<file path="config.mk">
export PLATFORM = sky130hd
export DESIGN_NAME = resp_serializer
export DESIGN_NICKNAME = d
export VERILOG_FILES = /design/src/rtl/resp_serializer_pkg.sv /design/src/rtl/resp_serializer.sv
export SDC_FILE = /design/constraint.sdc
export NUM_CORES = 1
export LEC_CHECK = 0
export CORE_AREA = 5 5 86 108
export CTS_CLUSTER_DIAMETER = 100
export DETAILED_ROUTE_END_ITERATION = 8
export DIE_AREA = 0 0 91 113
export PLACE_DENSITY_LB_ADDON = 0.25
export SLEW_MARGIN = 20
export SYNTH_ARGS = -nofsm -noshare
export SYNTH_HDL_FRONTEND = slang
export SYNTH_SLANG_ARGS = --single-unit
</file>
<file path="constraint.sdc">
create_clock -name clk -period 5.6 [get_ports clk]
set_input_delay 1.4 -clock clk [delete_from_list [all_inputs] [get_ports clk]]
set_output_delay 1.4 -clock clk [all_outputs]
set_load 0.02 [all_outputs]
</file>
<file path="src/rtl/resp_serializer_pkg.sv">
// Shared command-path definitions: packet layout, response frame
// constants and the response checksum helper.
package resp_serializer_pkg;

    typedef struct packed {
        logic [7:0] opcode;
        logic [7:0] addr;
        logic [7:0] data;
        logic [7:0] status;
    } cmd_packet_t;

    localparam int         RESP_FRAME_LEN_CHK   = 6;
    localparam int         RESP_FRAME_LEN_NOCHK = 5;
    localparam logic [7:0] RESP_SOF_BYTE        = 8'hA5;

    // SOF is deliberately not part of the checksum
    function automatic logic [7:0] resp_chk(input cmd_packet_t p);
        return p.opcode ^ p.addr ^ p.data ^ p.status;
    endfunction

endpackage

</file>
<file path="src/rtl/resp_serializer.sv">
// Pops command responses and streams each one as a SOF-framed byte
// sequence (optional XOR checksum) over a valid/ready byte port.
module resp_serializer
    import resp_serializer_pkg::*;
#(
    parameter logic [7:0] SOF_BYTE     = RESP_SOF_BYTE,
    parameter bit         ADD_CHECKSUM = 1'b1
) (
    input  logic        clk,
    input  logic        rst,
    input  logic        resp_fifo_valid,
    input  cmd_packet_t resp_fifo_data,
    output logic        resp_fifo_rd_en,
    output logic        tx_byte_valid,
    output logic [7:0]  tx_byte_data,
    input  logic        tx_byte_ready,
    output logic        busy,
    output logic        pkt_sent,
    output logic [15:0] pkt_count
);

    localparam int LAST_INT = (ADD_CHECKSUM ? RESP_FRAME_LEN_CHK
                                            : RESP_FRAME_LEN_NOCHK) - 1;
    localparam logic [2:0] LAST_IDX = 3'(LAST_INT);

    typedef enum logic {
        S_IDLE,
        S_SEND
    } state_t;

    state_t      r_state;
    cmd_packet_t r_frame;
    logic [7:0]  r_chk;
    logic [2:0]  r_idx;
    logic [15:0] r_pkt_count;

    logic       w_send;
    logic       w_accept;
    logic       w_last_acc;
    logic       w_pop;
    logic [7:0] w_byte;

    // rst gates the combinational outputs so they read 0 during reset
    assign w_send     = (r_state == S_SEND) && !rst;
    assign w_accept   = w_send && tx_byte_ready;
    assign w_last_acc = w_accept && (r_idx == LAST_IDX);
    assign w_pop      = !rst && resp_fifo_valid &&
                        ((r_state == S_IDLE) || w_last_acc);

    always_comb begin
        w_byte = SOF_BYTE;
        case (r_idx)
            3'd1:    w_byte = r_frame.opcode;
            3'd2:    w_byte = r_frame.addr;
            3'd3:    w_byte = r_frame.data;
            3'd4:    w_byte = r_frame.status;
            3'd5:    w_byte = r_chk;
            default: w_byte = SOF_BYTE;
        endcase
    end

    assign resp_fifo_rd_en = w_pop;
    assign tx_byte_valid   = w_send;
    assign tx_byte_data    = w_send ? w_byte : 8'h00;
    assign busy            = w_send;
    assign pkt_sent        = w_last_acc;
    assign pkt_count       = r_pkt_count;

    always_ff @(posedge clk) begin
        if (rst) begin
            r_state     <= S_IDLE;
            r_frame     <= '0;
            r_chk       <= 8'h00;
            r_idx       <= 3'd0;
            r_pkt_count <= 16'h0000;
        end else begin
            if (w_accept && !w_last_acc) begin
                r_idx <= r_idx + 3'd1;
            end
            if (w_last_acc) begin
                r_pkt_count <= r_pkt_count + 16'd1;
                r_state     <= S_IDLE;
            end
            // a pop on the last byte overrides the IDLE return above
            if (w_pop) begin
                r_frame <= resp_fifo_data;
                r_chk   <= resp_chk(resp_fifo_data);
                r_idx   <= 3'd0;
                r_state <= S_SEND;
            end
        end
    end

endmodule

</file>
==> metrics.md <==
| Metric | Value |
|---|---|
| Final std cells w/o fill | 506 |
| Tot GR Track Use | 15.32% |
| WL/cell | 14.97 um |
| CTS Buf Count | 9 |
| Leakage power total | 1.488 nW |
| RSZ-0062 raised after global routing | false |
| Pin count of the biggest net entering global routing | 49 |
| Max-slew violation count | 0 |
| Avg Cell Area, Syn | 8.596 sq um |
| Routing usage on met2 | 24.30% |
| # diodes | 0 |
| Final setup fails | 0 |
| Sequential-to-total area share from yosys stat | 40.27% |
| Final WL | 7573 um |
| Fill count | 793 |
| Primary FF master, synth | dfxtp_1 |
| TNS Setup | 0 ns |
| Max clock buf depth | 2 |
| Clock root cell | clkbuf_8 |
| Worst hold slack | 0.4757 ns |
| Die width | 91 um |
| Ys Warns | 0 |
| CTS Sinks | 60 |
| Worst EP arrival | 3.18 ns |
| MaxCap Viol Count | 0 |
| H-tree Lvls | 3 |
| Dpl cell area | 3677 sq um |
| Mapped Area | 2983 sq um |
| 1st-pass router iterations | 4 |
| Post-route cell area | 3879 sq um |
| Post-synth ARST share | 0% |
| GRT Residual Overflow | 0 |
| PwrDens | 254.6 nW/um^2 |
| Hold Vio Cnt, Final | 0 |
| 1st-iter DRT viols | 183 |
| Port buffer count | 63 |
| Distinct cells, synth | 36 |
| Layer with the highest usage | met2 |
| Post-route DRC | 0 |
| Min-Delay Path Class | reg -> reg |
| Vias in the first global route | 2594 |
| Detailed-route via count | 2576 |
| CP required | 4.20 ns |
| Placement Setup Slack | 0.9924 ns |
| Row cnt | 37 |
| Ratio of cells with drive above 1 in the final layout | 7.824% |
| CTS tree | done |
| Placer Congestion | 0.7538 |
| Mapped Nets | 389 |
| Met1 Use GR | 20.42% |
| Max Clock Freq | 218.3 MHz |
| Status | finished clean |
| Min Tclk post-route | 4.581 ns |
| First-pass GRT wire length | 12900 um |
| Starting density of the core | 36.82% |
| Pwr Total | 0.9876 mW |
| Ports | 64 |
| Nets | 446 |
| Worst VDD drop | 0.1242 mV |
| Setup ws final | 1.019 ns |
| Register bit total from synthesis | 60 |
| Startpoint Class | input pin |
| Area growth syn-to-layout | 30.03% |
| Cts repair resizes | 0 |
| Total core area | 8102 sq um |
| Post-CTS setup buffer count | 0 |
| Initial antenna violation count | 0 |
| Slew HR | 53.06% |
| Die area | 10280 sq um |
| Setup crit end kind | output port |
| DP HPWL | 5215 um |
| DP Cell Count | 490 |
| Die Y | 113 um |
| Global routing usage on met3 | 3.191% |
| EDFF count, synth | 0 |
| Routed Antenna Nets | 0 |
| Commonest non-fill, non-tap cell in the layout | nand2_1 |
| Final core occ | 47.88% |
| Vias per cell | 5.091 |
| Final worst-path cycle share | 81.81% |
| Multi-input gate area | 1649 sq um |
| Cells after synthesis | 347 |
| Reg area | 1201 sq um |
| Worst-path clk slew | 0.07 ns |
| Hold buffers post-CTS | 0 |
| Clk_skew | 0.01177 ns |
| Worst Path Max Fanout | 13 |
| Clk_lat worst skew | 0.33 ns |
| Worst Tran Pin Value | 0.7027 ns |
| Crit Path Class | in -> out |
| Commonest cells after routing, fill and taps aside | nand2_1 (76), clkdlybuf4s50_1 (63), dfxtp_1 (60), nand3b_1 (40), xnor2_1 (35) |
## critical path: stages
cell,delay [ns]
clkdlybuf4s50_1,0.51
nand3_2,0.28
a21o_1,0.32
inv_2,0.07
clkdlybuf4s50_1,0.60
## report_power, final
group          total, mW  switching (mW)  internal (mW)
combinational      0.131          0.0626         0.0680
clock              0.392           0.175          0.217
sequential         0.465          0.0148          0.451
## synthesized netlist by cell type, types with 5 or more instances
master | n | area share, %
buf_2 | 7 | 1.2
nand3_1 | 8 | 1.3
nor3_1 | 6 | 1.0
inv_1 | 7 | 0.88
o21ai_0 | 10 | 1.7
nor2b_1 | 5 | 1.0
nand2_1 | 76 | 9.6
nor2_1 | 15 | 1.9
xnor2_1 | 35 | 10
a21oi_1 | 7 | 1.2
clkbuf_1 | 13 | 1.6
a22o_1 | 7 | 2.1
a222oi_1 | 7 | 2.3
ha_1 | 6 | 2.5
nand3b_1 | 40 | 10
dfxtp_1 | 60 | 40
## worst paths after layout
check | cells after the start | endpoint | slack, ns | startpoint
worst max-delay path | 5 | resp_fifo_rd_en | 1.02 | tx_byte_ready
worst min-delay path | 2 | r_frame[8] | 0.48 | r_frame[8]
worst max register to register | 7 | r_chk[0] | 3.24 | r_idx[1]
worst min register to register | 2 | r_frame[8] | 0.48 | r_frame[8]
## logic make-up (layout without fill, tap and decap cells)
kind of cell / after synthesis / count (layout) / synth area share (%)
AOI/OAI and AO/OA: 40 / 40 / 9.564
xor gates and xnor gates: 35 / 35 / 10.28
adders and majority gates: 6 / 6 / 2.517
buffers and inverters: 31 / 93 / 4.446
DFF: 60 / 60 / 40.27
muxes: 6 / 6 / 2.139
and+or+nand+nor: 169 / 169 / 30.79
## metal layers
| metal | wire, um | vias to the layer above |
|---|---|---|
| li1 | - | 1299 |
| met1 | 3434 | 1192 |
| met2 | 3579 | 80 |
| met3 | 499 | 5 |
| met4 | 59 | 0 |
| met5 | 0 | - |
## registers in the layout (all words and copies together) (netlist names)
register / flops
r_chk: 8
pkt_count: 16
r_state: 1
r_idx: 3
r_frame: 32
## cell type report
| type | instances | area share [%] |
|---|---|---|
| clock buffers | 10 | 3.548 |
| clock inverters | 6 | 1.645 |
| repair buffers | 69 | 17.42 |
| flip-flops and latches | 60 | 30.97 |
| well taps | 97 | 3.129 |
| inverters | 8 | 0.7742 |
| multi-input cells | 256 | 42.52 |
(Power assumes the default switching activity.)
